**config.mk**
```make
export PLATFORM = sky130hd
export DESIGN_NAME = seq_sub64
export DESIGN_NICKNAME = d
export VERILOG_FILES = /design/src/rtl/seq_sub64_pkg.sv /design/src/rtl/seq_sub64_sub_chunk.sv /design/src/rtl/seq_sub64.sv
export SDC_FILE = /design/constraint.sdc
export NUM_CORES = 1
export LEC_CHECK = 0
export ABC_AREA = 0
export CAP_MARGIN = 30
export CORE_ASPECT_RATIO = 1.2
export CORE_MARGIN = 3
export CORE_UTILIZATION = 54
export DETAILED_ROUTE_END_ITERATION = 12
export GPL_ROUTABILITY_DRIVEN = 0
export PLACE_DENSITY = 0.85
export SETUP_SLACK_MARGIN = 0.05
export SYNTH_ARGS = -nofsm -noshare
export SYNTH_HDL_FRONTEND = slang
export SYNTH_SLANG_ARGS = --single-unit
```
**constraint.sdc**
```tcl
create_clock -name clk -period 15.52 [get_ports clk]
set_input_delay 1.552 -clock clk [delete_from_list [all_inputs] [get_ports clk]]
set_output_delay 1.552 -clock clk [all_outputs]
set_load 0.01 [all_outputs]
```
**src/rtl/seq_sub64_pkg.sv**
```systemverilog
// Shared definitions for the sequential 64-bit subtractor.
//   state_e : controller states (IDLE / RUN / DONE)
//   WORD    : operand and result width
package seq_sub64_pkg;

  localparam int unsigned WORD = 64;

  typedef enum logic [1:0] {
    IDLE = 2'd0,
    RUN  = 2'd1,
    DONE = 2'd2
  } state_e;

endpackage

```
**src/rtl/seq_sub64_sub_chunk.sv**
```systemverilog
// sub_chunk: combinational W-bit borrow-ripple subtractor, d = x - y - bi.
//   x, y : operand slices
//   bi   : borrow into bit 0
//   d    : difference slice
//   bo   : borrow out of the top bit
module sub_chunk #(
  parameter int unsigned W = 16
) (
  input  logic [W-1:0] x,
  input  logic [W-1:0] y,
  input  logic         bi,
  output logic [W-1:0] d,
  output logic         bo
);

  logic borrow;

  always_comb begin
    d      = '0;
    borrow = bi;
    for (int unsigned i = 0; i < W; i++) begin
      d[i]   = x[i] ^ y[i] ^ borrow;
      // Borrow when x < y + borrow at this bit position.
      borrow = (~x[i] & y[i]) | (~(x[i] ^ y[i]) & borrow);
    end
    bo = borrow;
  end

endmodule

```
**src/rtl/seq_sub64.sv**
```systemverilog
// seq_sub64: multi-cycle 64-bit subtractor, diff = a - b - bin (mod 2^64),
// one CHUNK-bit slice per clock, LSB slice first.
//   clk, rst : rising-edge clock, asynchronous active-high reset
//   start    : launch request, accepted in IDLE or DONE
//   a, b, bin: operands, latched when start is accepted
//   busy     : high while slices are being processed
//   done     : one-cycle pulse, diff/bout valid
//   diff     : difference, held until the next accepted start
//   bout     : borrow-out (a < b + bin, unsigned)
module seq_sub64
  import seq_sub64_pkg::*;
#(
  parameter int unsigned CHUNK = 16
) (
  input  logic          clk,
  input  logic          rst,
  input  logic          start,
  input  logic [WORD:1] a,
  input  logic [WORD:1] b,
  input  logic          bin,
  output logic          busy,
  output logic          done,
  output logic [WORD:1] diff,
  output logic          bout
);

  localparam int unsigned N     = WORD / CHUNK;
  localparam int unsigned CNT_W = (N > 1) ? $clog2(N) : 1;
  localparam logic [CNT_W-1:0] LAST = CNT_W'(N - 1);

  state_e            state_q, state_d;
  logic [CNT_W-1:0]  cnt_q, cnt_d;
  logic [WORD-1:0]   a_q, a_d;
  logic [WORD-1:0]   b_q, b_d;
  logic              borrow_q, borrow_d;
  logic [WORD-1:0]   diff_q, diff_d;
  logic              bout_q, bout_d;
  logic              busy_q, busy_d;
  logic              done_q, done_d;

  logic [CHUNK-1:0]  x_s, y_s, d_s;
  logic              bo_s;

  // Single slice subtractor, fed by the slice selected by the counter.
  assign x_s = a_q[cnt_q*CHUNK +: CHUNK];
  assign y_s = b_q[cnt_q*CHUNK +: CHUNK];

  sub_chunk #(.W(CHUNK)) u_sub (
    .x  (x_s),
    .y  (y_s),
    .bi (borrow_q),
    .d  (d_s),
    .bo (bo_s)
  );

  always_comb begin
    state_d  = state_q;
    cnt_d    = cnt_q;
    a_d      = a_q;
    b_d      = b_q;
    borrow_d = borrow_q;
    diff_d   = diff_q;
    bout_d   = bout_q;
    busy_d   = busy_q;
    done_d   = 1'b0;

    unique case (state_q)
      IDLE, DONE: begin
        busy_d  = 1'b0;
        state_d = IDLE;
        if (start) begin
          a_d      = a;
          b_d      = b;
          borrow_d = bin;
          cnt_d    = '0;
          busy_d   = 1'b1;
          state_d  = RUN;
        end
      end
      RUN: begin
        diff_d[cnt_q*CHUNK +: CHUNK] = d_s;
        borrow_d = bo_s;
        if (cnt_q == LAST) begin
          bout_d  = bo_s;
          busy_d  = 1'b0;
          done_d  = 1'b1;
          state_d = DONE;
        end else begin
          cnt_d = cnt_q + 1'b1;
        end
      end
      default: begin
        busy_d  = 1'b0;
        state_d = IDLE;
      end
    endcase
  end

  always_ff @(posedge clk or posedge rst) begin
    if (rst) begin
      state_q  <= IDLE;
      cnt_q    <= '0;
      a_q      <= '0;
      b_q      <= '0;
      borrow_q <= 1'b0;
      diff_q   <= '0;
      bout_q   <= 1'b0;
      busy_q   <= 1'b0;
      done_q   <= 1'b0;
    end else begin
      state_q  <= state_d;
      cnt_q    <= cnt_d;
      a_q      <= a_d;
      b_q      <= b_d;
      borrow_q <= borrow_d;
      diff_q   <= diff_d;
      bout_q   <= bout_d;
      busy_q   <= busy_d;
      done_q   <= done_d;
    end
  end

  assign busy = busy_q;
  assign done = done_q;
  assign diff = diff_q;
  assign bout = bout_q;

endmodule

```
==> metrics.cfg <==
[status]
status=complete, no violations

[placement]
dpl_cell_area_um2=10800
dp_hpwl_mm=15.5
io_buffers=198

[grt]
grt_pass1_vias=5918
grt_overflow=0
grt_pass1_wl_mm=32.7
grt_max_degree=126
antenna_found_initial=0
grt_use_total_pct=24.4

[floorplan]
dieWidth_um=122
die_h_um=145
dieArea_um2=17700
core_um2=15700
rows=50
pin_count=199
start_util_pct=55.5

[cts]
cts.clk_slew.worst_paths_ns=0.07
clk_path_buf_depth=2
postCtsSetupBuffers=0
clk-insertion-delay-late_ns=0.43
htreeDepth=4
cts_hold_buffers=0
cts_sinks=200
cts_tree=yes
cts_root_buf=clkbuf_16
cts_made_buffers=17
cts_resized=0

[timing]
period_minus_slack_ns=8.27
hold_viol_final=0
whs_ns=0.504
relSlewSlack_pct=25.0
fmax_mhz=121
rsz0062_at_grt=false
worstMarginPinSlew_ns=1.12
finalCritPeriodShare_pct=53.3
setup_tns_ns=0
slew_violations=0
finClkSkew_ns=0.0122
finalSetupViolCount=0

[worst_setup_path]
cp_max_fo=34
start_kind=flop
slowest_stage=mux4_2
cp_cell_sequence=buf_4 > mux4_2 > inv_1 > fa_1 > inv_1 > fa_1 > fa_1 > fa_1 > fa_1 > fa_1 > fa_1 > fa_1 > fa_1 > fa_1 > fa_1 > fa_1 > fa_1 > fa_1 > fa_1 > inv_1 > fa_1 > inv_1 > a22o_1
timing.rr.end=diff[16]
slowest_delay_ns=0.57
critPathKind=reg2reg
crit_top_cell=fa_1
worstSetupStartpoint=cnt_q[1]
rr_worst_depth=23
rrSetupSlack_ns=7.25
reg2reg_from=cnt_q[1]
arrival_ns=8.63
cp-end-kind=flop
required_ns=15.88

[finish]
drive_gt1_share_pct=28.2
stdcell_area_um2=11300
syn2layout_area_growth_pct=30.0
fin_nets=874
fillCellCount=988
final_util_pct=72.1
diodes=0

[min_path]
hp-class=reg2reg
min_from=b_q[48]
min_path_cells=1
min_to=b_q[48]

[routing]
wirelength_mm=20.6
vias_per_cell=5.69
drtIter0Drc=487
vias=5355
ant_nets=0
drc=0
post_drt_wl_per_cell_um=21.9
first_pass_iters=4

[yosys]
synth_seq_cells=200
syn_area_um2=8710
postSynthAreaPerCell_um2=16.4
synth_cell_types=30
synth_nets=686
yosysSeqAreaShare_pct=57.4
yosys_warnings=0
netlist_instances=532

[power_and_ir_drop]
peakVddDrop_mv=0.133
p_per_area_nw_per_um2=227
p_leak_nw=4.82

[run]
maxCapViolCount=0

sequential cells by signal, summed over array words and instances (netlist names):
name / flops
cnt_q: 2
b_q: 64
state_q: 2
done: 1
bout: 1
busy: 1
a_q: 64
borrow_q: 1
diff: 64
metrics by stage:
| step | setup WS (ns) | cells | total power [mW] |
|---|---|---|---|
| 6_report | 7.25 | 941 | 2.57 |
| 5_1_grt | 6.94 | 941 | 2.73 |
| 3_3_place_gp | 7.47 | 908 | 2.08 |
| 4_1_cts | 7.25 | 941 | 2.59 |
| 2_1_floorplan | 8.09 | 532 | 1.72 |
| 3_5_place_dp | 7.29 | 909 | 2.16 |
layout by cell type (no fill, tap or decap), types with 2 or more instances in the layout:
cell type / count
clkinv_4: 6
nand2_1: 4
and2_1: 2
mux4_2: 32
inv_6: 2
inv_1: 24
inv_8: 3
clkbuf_16: 17
mux2_2: 129
ha_1: 6
a22o_1: 64
clkdlybuf4s50_1: 198
dfrtp_2: 2
and3_1: 2
fa_1: 16
dfrtp_1: 198
nor2_1: 2
a21o_1: 2
buf_4: 4
clkinv_2: 3
per-layer routing:
layer  vias up  global-route usage, %  wire, µm
li1       2340                      -         -
met1      2747                   32.1      8250
met2       231                   39.5     10300
met3        37                   5.77      1440
met4         0                   9.42       633
met5         -                      0         0
power breakdown:
part           internal [mW]  switching [mW]  leakage [nW]
clock                  0.225           0.202         0.281
sequential             0.747           0.138          2.48
combinational          0.638           0.624          2.06
Yosys cell counts:
master / count / area (µm²)
ha_1: 6 / 75.1
nand3b_4: 1 / 20.0
a22oi_1: 1 / 7.51
o32ai_1: 1 / 8.76
and2_1: 2 / 12.5
nand3b_1: 1 / 7.51
mux4_2: 32 / 721
fa_1: 16 / 320
buf_4: 5 / 37.5
o21ai_0: 1 / 5.00
a21oi_1: 1 / 5.00
and2b_4: 1 / 10.0
a21o_1: 2 / 15.0
dfrtp_1: 200 / 5000
inv_1: 25 / 93.8
mux2_2: 129 / 1450
nor2b_1: 1 / 6.26
clkbuf_1: 1 / 3.75
nor4b_4: 1 / 23.8
nor3b_4: 1 / 18.8
and3_1: 2 / 12.5
buf_2: 13 / 65.1
a31o_2: 1 / 8.76
xnor2_1: 1 / 8.76
and4bb_1: 1 / 12.5
nor2_1: 2 / 7.51
buf_6: 15 / 169
nor3_1: 1 / 5.00
a22o_1: 64 / 561
nand2_1: 4 / 15.0
worst max-delay path by stage:
stage                     slack, ns  endpoint
after floorplan                8.09  diff[64]
after global placement         7.47  diff[64]
after detailed placement       7.29  diff[64]
after CTS                      7.25  diff[16]
after global routing           6.94  diff[16]
final                          7.25  diff[16]
cell families (layout without fill, tap and decap cells):
| group | after synthesis | in the layout | synth area share (%) |
|---|---|---|---|
| flip-flops | 200 | 200 | 57.4 |
| AO/OA/AOI/OAI | 71 | 71 | 7.01 |
| multiplexers | 161 | 161 | 24.9 |
| XOR/XNOR | 1 | 1 | 0.101 |
| buffers and inverters | 59 | 260 | 4.24 |
| adder cells (fa/ha/maj) | 22 | 22 | 4.54 |
| AND/OR/NAND/NOR | 18 | 18 | 1.74 |
critical path, delay by kind of cell (launching register included):
kind / cells / cell delay [ns]
flip-flops: 1 / 0.40
multiplexers: 1 / 0.57
AO/OA/AOI/OAI: 1 / 0.14
adder cells (fa/ha/maj): 16 / 6.25
buffers and inverters: 5 / 0.82
area by class of cell:
cell class                      instances  area [µm²]  area share, %
Sequential cell                       200        5010           44.2
Clock inverter                         15         145           1.28
Timing Repair Buffer                  203        2040           18.0
Clock buffer                           17         425           3.76
Inverter                               25         101          0.895
Multi-Input combinational cell        273        3350           29.6
Tap cell                              208         260           2.30
No activity file was read; power rests on OpenSTA's default activity.
